## src/rtl/fp_mul_core.sv

```systemverilog
// fp_mul_core: iterative binary32 multiplier datapath (shift-add, normalise, round, classify)
// Ports: clk, rst_n (async active-low); start, a, b in;
//   busy, done, sign_out, M_out, E_out, required_shift,
//   overflow_flag, underflow_flag, invalid_flag out.
// Config: define FPMUL_ROUND_NEAREST_EN for round-to-nearest-even; default build truncates.
module fp_mul_core (
  input  logic        clk,
  input  logic        rst_n,
  input  logic        start,
  input  logic [31:0] a,
  input  logic [31:0] b,
  output logic        busy,
  output logic        done,
  output logic        sign_out,
  output logic [23:0] M_out,
  output logic [7:0]  E_out,
  output logic [7:0]  required_shift,
  output logic        overflow_flag,
  output logic        underflow_flag,
  output logic        invalid_flag
);
  typedef enum logic [1:0] {IDLE, MUL, NORM, DONE} state_t;
  state_t state, state_nx;
  logic [47:0] p;
  logic [23:0] ma;
  logic signed [9:0] e;
  logic sgn;
  logic [4:0] cnt;
  logic a_zero, b_zero, a_inf, b_inf, a_nan, b_nan, inv, ovf_sp, special;
  logic [9:0] e0;
  logic [24:0] sum;
  logic hi, ovf_n, unf_n, deep;
  logic [23:0] sig, r;
  logic signed [9:0] en;
  // denormal inputs have E=0 and are treated as zero
  assign a_zero = a[30:23] == 8'd0;
  assign b_zero = b[30:23] == 8'd0;
  assign a_inf = &a[30:23] && a[22:0] == 23'd0;
  assign b_inf = &b[30:23] && b[22:0] == 23'd0;
  assign a_nan = &a[30:23] && a[22:0] != 23'd0;
  assign b_nan = &b[30:23] && b[22:0] != 23'd0;
  assign inv = a_nan | b_nan | (a_inf & b_zero) | (a_zero & b_inf);
  assign ovf_sp = !inv & (a_inf | b_inf);
  assign special = a_zero | b_zero | a_inf | b_inf | a_nan | b_nan;
  assign e0 = {2'b00, a[30:23]} + {2'b00, b[30:23]} - 10'd127;
  // low half of p holds the multiplier and drains as the product fills the top
  assign sum = {1'b0, p[47:24]} + {1'b0, p[0] ? ma : 24'd0};
  assign hi = p[47];
  assign sig = hi ? p[47:24] : p[46:23];
`ifdef FPMUL_ROUND_NEAREST_EN
  logic grd, stk;
  logic [24:0] sum_r;
  assign grd = hi ? p[23] : p[22];
  assign stk = hi ? |p[22:0] : |p[21:0];
  assign sum_r = {1'b0, sig} + {24'd0, grd & (stk | sig[0])};
  assign r = sum_r[24] ? 24'h800000 : sum_r[23:0];
  assign en = e + {9'd0, hi} + {9'd0, sum_r[24]};
`else
  assign r = sig;
  assign en = e + {9'd0, hi};
`endif
  assign ovf_n = en >= 10'sd255;
  assign unf_n = en <= 10'sd0;
  // more than 24 places of denormal shift: force a downstream shift of exactly 24
  assign deep = en < -10'sd23;
  assign busy = state != IDLE;
  assign done = state == DONE;
  always_comb begin
    state_nx = state == IDLE ? (start ? (special ? DONE : MUL) : IDLE) :
               state == MUL  ? (cnt == 5'd23 ? NORM : MUL) :
               state == NORM ? DONE : IDLE;
  end
  always_ff @(posedge clk or negedge rst_n) begin
    if (!rst_n) begin
      state <= IDLE;
      p <= '0;
      ma <= '0;
      e <= '0;
      sgn <= 1'b0;
      cnt <= '0;
      sign_out <= 1'b0;
      M_out <= '0;
      E_out <= '0;
      required_shift <= '0;
      overflow_flag <= 1'b0;
      underflow_flag <= 1'b0;
      invalid_flag <= 1'b0;
    end else begin
      state <= state_nx;
      if (state == IDLE && start) begin
        p <= {24'd0, 1'b1, b[22:0]};
        ma <= {1'b1, a[22:0]};
        e <= e0;
        sgn <= a[31] ^ b[31];
        cnt <= '0;
        if (special) begin
          sign_out <= a[31] ^ b[31];
          M_out <= '0;
          E_out <= (inv | ovf_sp) ? 8'hFF : 8'h00;
          required_shift <= '0;
          overflow_flag <= ovf_sp;
          underflow_flag <= 1'b0;
          invalid_flag <= inv;
        end
      end else if (state == MUL) begin
        p <= {sum, p[23:1]};
        cnt <= cnt + 5'd1;
      end else if (state == NORM) begin
        sign_out <= sgn;
        M_out <= ovf_n ? 24'd0 : r;
        E_out <= ovf_n ? 8'hFF : (unf_n && deep) ? 8'hE9 : en[7:0];
        required_shift <= {7'd0, unf_n};
        overflow_flag <= ovf_n;
        underflow_flag <= unf_n;
        invalid_flag <= 1'b0;
      end
    end
  end
endmodule

```

## config.mk

```make
export PLATFORM = sky130hd
export DESIGN_NAME = fp_mul_core
export DESIGN_NICKNAME = d
export VERILOG_FILES = /design/src/rtl/fp_mul_core.sv
export SDC_FILE = /design/constraint.sdc
export NUM_CORES = 1
export LEC_CHECK = 0
export ABC_AREA = 1
export CAP_MARGIN = 10
export CORE_MARGIN = 2
export CORE_UTILIZATION = 40
export CTS_CLUSTER_SIZE = 30
export DETAILED_ROUTE_END_ITERATION = 8
export GPL_TIMING_DRIVEN = 0
export PLACE_DENSITY = 0.66
export SLEW_MARGIN = 15
export SYNTH_ARGS = -nofsm -noshare
export SYNTH_HDL_FRONTEND = slang
export SYNTH_SLANG_ARGS = --single-unit
```

## constraint.sdc

```tcl
create_clock -name clk -period 3.2 [get_ports clk]
set_input_delay 0.32 -clock clk [delete_from_list [all_inputs] [get_ports clk]]
set_output_delay 0.32 -clock clk [all_outputs]
set_load 0.02 [all_outputs]
```

### Yosys cells after proc, flatten, opt, wreduce, memory -nomap -nowiden

Index checks and enable logic that the tools add are counted.

| storage, ports and cells | value |
|---|---|
| output and inout port bits | 46 |
| input port bits | 67 |
| register bits | 134 |
| logic and storage cells | 105 |

| operators by class | value |
|---|---|
| add/subtract/negate cells | 5 |
| bitwise gates (word level) | 14 |
| reduce and logical (&&, ||, !) cells | 20 |
| equal/unequal tests | 6 |
| order comparisons | 3 |
| muxes and demuxes | 44 |

Operators by type and width:

| cell | number |
|---|---|
| 24-bit two-way mux | 7 |
| 48-bit two-way mux | 2 |
| 8-bit two-way mux | 11 |
| 23-bit zero test | 2 |
| 23-bit nonzero test | 2 |
| 24-bit by 24-bit adder with 25-bit output | 1 |
| 8-bit zero test | 2 |
| 1-bit two-way mux | 16 |
| 8-bit AND reduction | 2 |
| 2-bit two-way mux | 6 |
| 10-bit by 1-bit adder with 10-bit output | 1 |
| 10-bit by 9-bit greater-or-equal comparator with 1-bit output, second input constant | 1 |
| 10-bit by 1-bit less-or-equal comparator with 1-bit output, second input constant | 1 |
| 10-bit by 6-bit < comparator with 1-bit output, second input constant | 1 |
| 5-bit two-way mux | 2 |
| 1-bit bitwise OR | 10 |
| 9-bit by 7-bit subtractor with 10-bit output, second input constant | 1 |
| 8-bit by 8-bit adder with 9-bit output | 1 |
| 1-bit logical AND | 6 |
| 2-bit nonzero test | 3 |
| 5-bit by 1-bit adder with 5-bit output, second input constant | 1 |
| 5-bit == test, second input constant | 1 |
| 2-bit == test, second input constant | 2 |
| 1-bit bitwise AND | 3 |
| other kinds (7) | 7 |

### Longest topological paths before layout

Gate-level depths: netlist of run 1.

| logic depth | value |
|---|---|
| word-level depth | 11 |
| depth in mapped cells | 16 |

### Worst setup path after synthesis of run 1

OpenSTA, ideal clock, no wires.

| timing | value |
|---|---|
| path type | register to register |
| start | register p[0] |
| end | register p[39] |
| stages on the path, launching flop included | 16 |
| data required time | 3074 ps |
| setup slack | 819 ps |
| clock period less this slack | 2381 ps |
| arrival time | 2255 ps |
| cell sequence | dfrtp_1 clkbuf_1 clkbuf_1 nand2_1 inv_1 ha_1 inv_1 fa_1 nor3_1 nor2_1 o21ai_0 nand2_1 nand2_1 nand2_1 nand2_1 o22ai_1 |

| between the ends | value |
|---|---|
| longest elaborated chain between the ends | 4 |

Ends and longest elaborated chain:

| item | line | source |
|---|---|---|
| from (decl) | 24 | `logic [47:0] p;` |
| from (signal assigned) | 91 | `p <= {24'd0, 1'b1, b[22:0]};` |
| from (signal assigned) | 106 | `p <= {sum, p[23:1]};` |
| 24-bit two-way mux | 47 | `assign sum = {1'b0, p[47:24]} + {1'b0, p[0] ? ma : 24'd0};` |
| 24-bit by 24-bit adder with 25-bit output | 47 |  |
| 48-bit two-way mux | 105 | `end else if (state == MUL) begin` |
| 48-bit two-way mux | 90 | `if (state == IDLE && start) begin` |

No other way between the ends. The select of a mux whose other input is x is not followed.
A chain may end at the register's enable or synchronous reset.

### Worst setup path in the final report of run 1

Ends and elaborated chain as after synthesis.

==> results of run 1 <==
[metal layers]
metal | GRT usage [%] | up-vias | part of all wire (%) | routed length [um]
li1 | - | 3964 | - | -
met1 | 29.3 | 3664 | 44 | 10500
met2 | 37.8 | 229 | 48 | 11400
met3 | 4.36 | 49 | 4.9 | 1170
met4 | 9.10 | 0 | 3.5 | 839
met5 | 0 | - | 0 | 0
[through the flow]
| stage | hold WS (ps) | worst slack, ps | cells | util, % | area (um2) |
|---|---|---|---|---|---|
| after floorplan | 24.4 | 819 | 1153 | - | 8360 |
| after global placement | 453 | -3340 | 1528 | 47.9 | 9750 |
| after detailed placement | 296 | 167 | 1529 | 48.0 | 9780 |
| after CTS | 414 | 168 | 1562 | 50.7 | 10300 |
| after global routing | 447 | 82.3 | 1562 | 50.7 | 10300 |
| final | 406 | 345 | 1562 | 50.7 | 10300 |
[area by class of cell]
type / count / area (um2) / area share, %
well taps: 270 / 338 / 3.27
inverters: 134 / 509 / 4.93
repair buffers: 107 / 1090 / 10.5
clock buffers: 17 / 425 / 4.12
flip-flops and latches: 126 / 3150 / 30.5
plain buffers: 48 / 314 / 3.04
clock inverters: 15 / 118 / 1.14
multi-input cells: 845 / 4380 / 42.4
[state kept, by name, summed over array words and instances, names as in the netlist]
| name | cells |
|---|---|
| E_out | 8 |
| sign_out | 1 |
| M_out | 24 |
| p | 48 |
| state | 2 |
| e | 10 |
| sgn | 1 |
| invalid_flag | 1 |
| cnt | 5 |
| required_shift | 1 |
| overflow_flag | 1 |
| ma | 24 |
[layout by cell type, fill, tap and decap left out, types with 13 or more instances in the layout]
cell type,synthesis,layout
nand2_1,374,374
inv_1,129,129
dfrtp_1,126,126
clkdlybuf4s50_1,0,104
o21ai_0,84,83
nor2_1,83,83
a21oi_1,64,64
nand3_1,55,55
ha_1,42,42
nand3_2,27,27
clkbuf_1,19,17
clkbuf_16,0,17
o22ai_1,15,15
o211ai_1,13,13
[worst max-delay path, delay by kind of cell, from the launching register on]
family          cells  cell delay (ps)
compound gates      2              440
buf+inv             4              650
simple gates        7              750
fa+ha+maj           2              560
flops               1              330
[how the worst min path moves through the flow]
| stage | startpoint | endpoint | slack [ps] |
|---|---|---|---|
| after global placement | ma[23]$_DFFE_PN0P_ | ma[23]$_DFFE_PN0P_ | 450 |
| after floorplan | rst_n | E_out[0]$_DFFE_PN0P_ | 20 |
| after CTS | rst_n | ma[11]$_DFFE_PN0P_ | 410 |
| after global routing | rst_n | ma[3]$_DFFE_PN0P_ | 450 |
| after detailed placement | rst_n | ma[19]$_DFFE_PN0P_ | 300 |
| final | rst_n | ma[15]$_DFFE_PN0P_ | 410 |
[power by group through the flow]
stage,Combinational [mW],Sequential (mW),Clock [mW]
6_report,4.41,2.72,1.80
3_3_place_gp,4.30,2.73,0
2_1_floorplan,3.06,2.68,0
4_1_cts,4.41,2.72,1.83
3_5_place_dp,4.39,2.74,0
5_1_grt,5.00,2.80,1.90
[what timing repair did]
action / in CTS / in global routing
gates resized for setup: 0 / 5
setup endpoints to repair: 0 / 6
endpoints found under the hold margin: 47 / 0
hold buffers: 1 / 0
[kinds of logic after synthesis]
group | Yosys count | share of synthesized area (%)
compound gates | 198 | 13.3
xor+xnor | 5 | 0.525
fa+ha+maj | 44 | 6.78
buf+inv | 182 | 9.85
flops | 126 | 37.8
other cells | 1 | 0.0450
simple gates | 591 | 31.7
==> summary.md, run 1 <==
| Metric | Value |
|---|---|
| Crit path to | p[39]$_DFFE_PN0P_ |
| Setup crit start kind | flip-flop |
| Avg WL per Cell | 15.3 um |
| R2r endpoint | p[39]$_DFFE_PN0P_ |
| Antenna Cells | 0 |
| DRC | 0 |
| Outcome | finished clean |
| Switching share of total power | 45.6% |
| Avg Cell Area, Syn | 7.27 um2 |
| R2r setup slk | 350 ps |
| Top-Level Pins | 113 |
| CTS Buf Count | 17 |
| Fmax achieved | 350 MHz |
| Final TNS setup | 0 ps |
| Initial antenna violation count | 0 |
| Most frequent cell after synthesis | nand2_1 |
| Largest net degree at the start of global routing | 80 |
| P_sw | 4.07 mW |
| Initial core utilization | 40.9% |
| Critical path's largest stage delay | 410 ps |
| Global placement routability congestion | 0.921 |
| GRT overflow | 0 |
| Data required time of the worst path | 3500 ps |
| Site Rows | 52 |
| CP Data Arrival Time | 3160 ps |
| # setup viols final | 0 |
| Most common flop cell mapped by yosys | dfrtp_1 |
| Clock transition at the registers of the reported paths | 60 ps |
| Max Cap Viol | 0 |
| Slowest-stage cell, CP | fa_1 |
| CP max FO | 10 |
| Slew Limit Fails | 0 |
| Actual slew at the worst max-slew pin | 723 ps |
| Crit. End Element | flip-flop |
| CTS tree | yes |
| Ys async rst share | 100% |
| Yosys Warn Count | 0 |
| Placeable Area | 20,400 um2 |
| Via count | 7,906 |
| Synth area leaders | dfrtp_1, nand2_1, ha_1 |
| CTS max path bufs | 2 |
| Yosys reg bits | 126 |
| Die ar. | 22,000 um2 |
| Vias in the first global route | 7,707 |
| Layout cells sized above 1 | 9.75% |
| EDFF count, synth | 0 |
| Reg2reg path depth | 15 |
| Post-synth top area share | 37.8% |
| CTS sink cnt | 126 |
| Synth top cells by count | nand2_1, inv_1, dfrtp_1 |
| Clock Latency Late Sink | 430 ps |
| Min cycle time layout | 2850 ps |
| Synth area leader | dfrtp_1 |
| Final clock skew | 9.07 ps |
| Global-route wire length before repair | 39,200 um |
| Routed WL | 23,800 um |
| Layout net count | 1,390 |
| Worst VDD drop | 0.000409 V |
| Final Hold Viols | 0 |
| Critical Path Start | p[0]$_DFFE_PN0P_ |
| Post-Syn Instances | 1,147 |
| Die Y | 148 um |
| Launch point of the worst reg-to-reg path | p[0]$_DFFE_PN0P_ |
| Root buf cell | clkbuf_16 |
| Layout area overhead | 23.9% |
| Reg power frac | 30.5% |
| HPWL after detailed placement | 18,600 um |
| Pwr Total | 8.93 mW |
| Hold Crit Class | in -> async |
| Chip width | 148 um |
| CP most frequent cell | nand2_1 |
| Count of distinct cell types in the synthesized netlist | 47 |
| Period utilization | 89.2% |
| Post-route ant nets | 0 |
| Slew headroom | 51.8% |
| Initial drt markers | 454 |
| # port buffers | 105 |
| Total GRT Usage | 22.7% |
| Register area share after synthesis | 37.8% |
| Internal power | 4.86 mW |
| Post-CTS Setup Bufs | 0 |
| CTS H-tree depth | 4 |
| Unrepaired setup endpoints after global routing | false |
| Fillcell total | 2,014 |
| Power per cell area | 864 nW/um2 |
| Comb pwr share | 49.4% |
| Post-Syn Area | 8340 um2 |
| Critical path cell sequence | clkbuf_1, clkbuf_2, nand2_1, inv_1, ha_1, inv_1, fa_1, nor3_1, nor2_1, o21ai_0, nand2_1, nand2_1, nand2_1, nand2_1, o22ai_1 |
| Vias/cell | 5.06 |
| Static leakage | 5.25 nW |
| First drt pass iteration count | 5 |
| Clk pwr share | 20.1% |
| Setup CP Type | reg -> reg |
(Power assumes the default switching activity.)
==> run 2, diff against run 1 <==
- SKIP_LAST_GASP: not set -> 1
==> results of run 2 <==
Same layout as run 1: the final DEF is identical, and so are final timing and power.
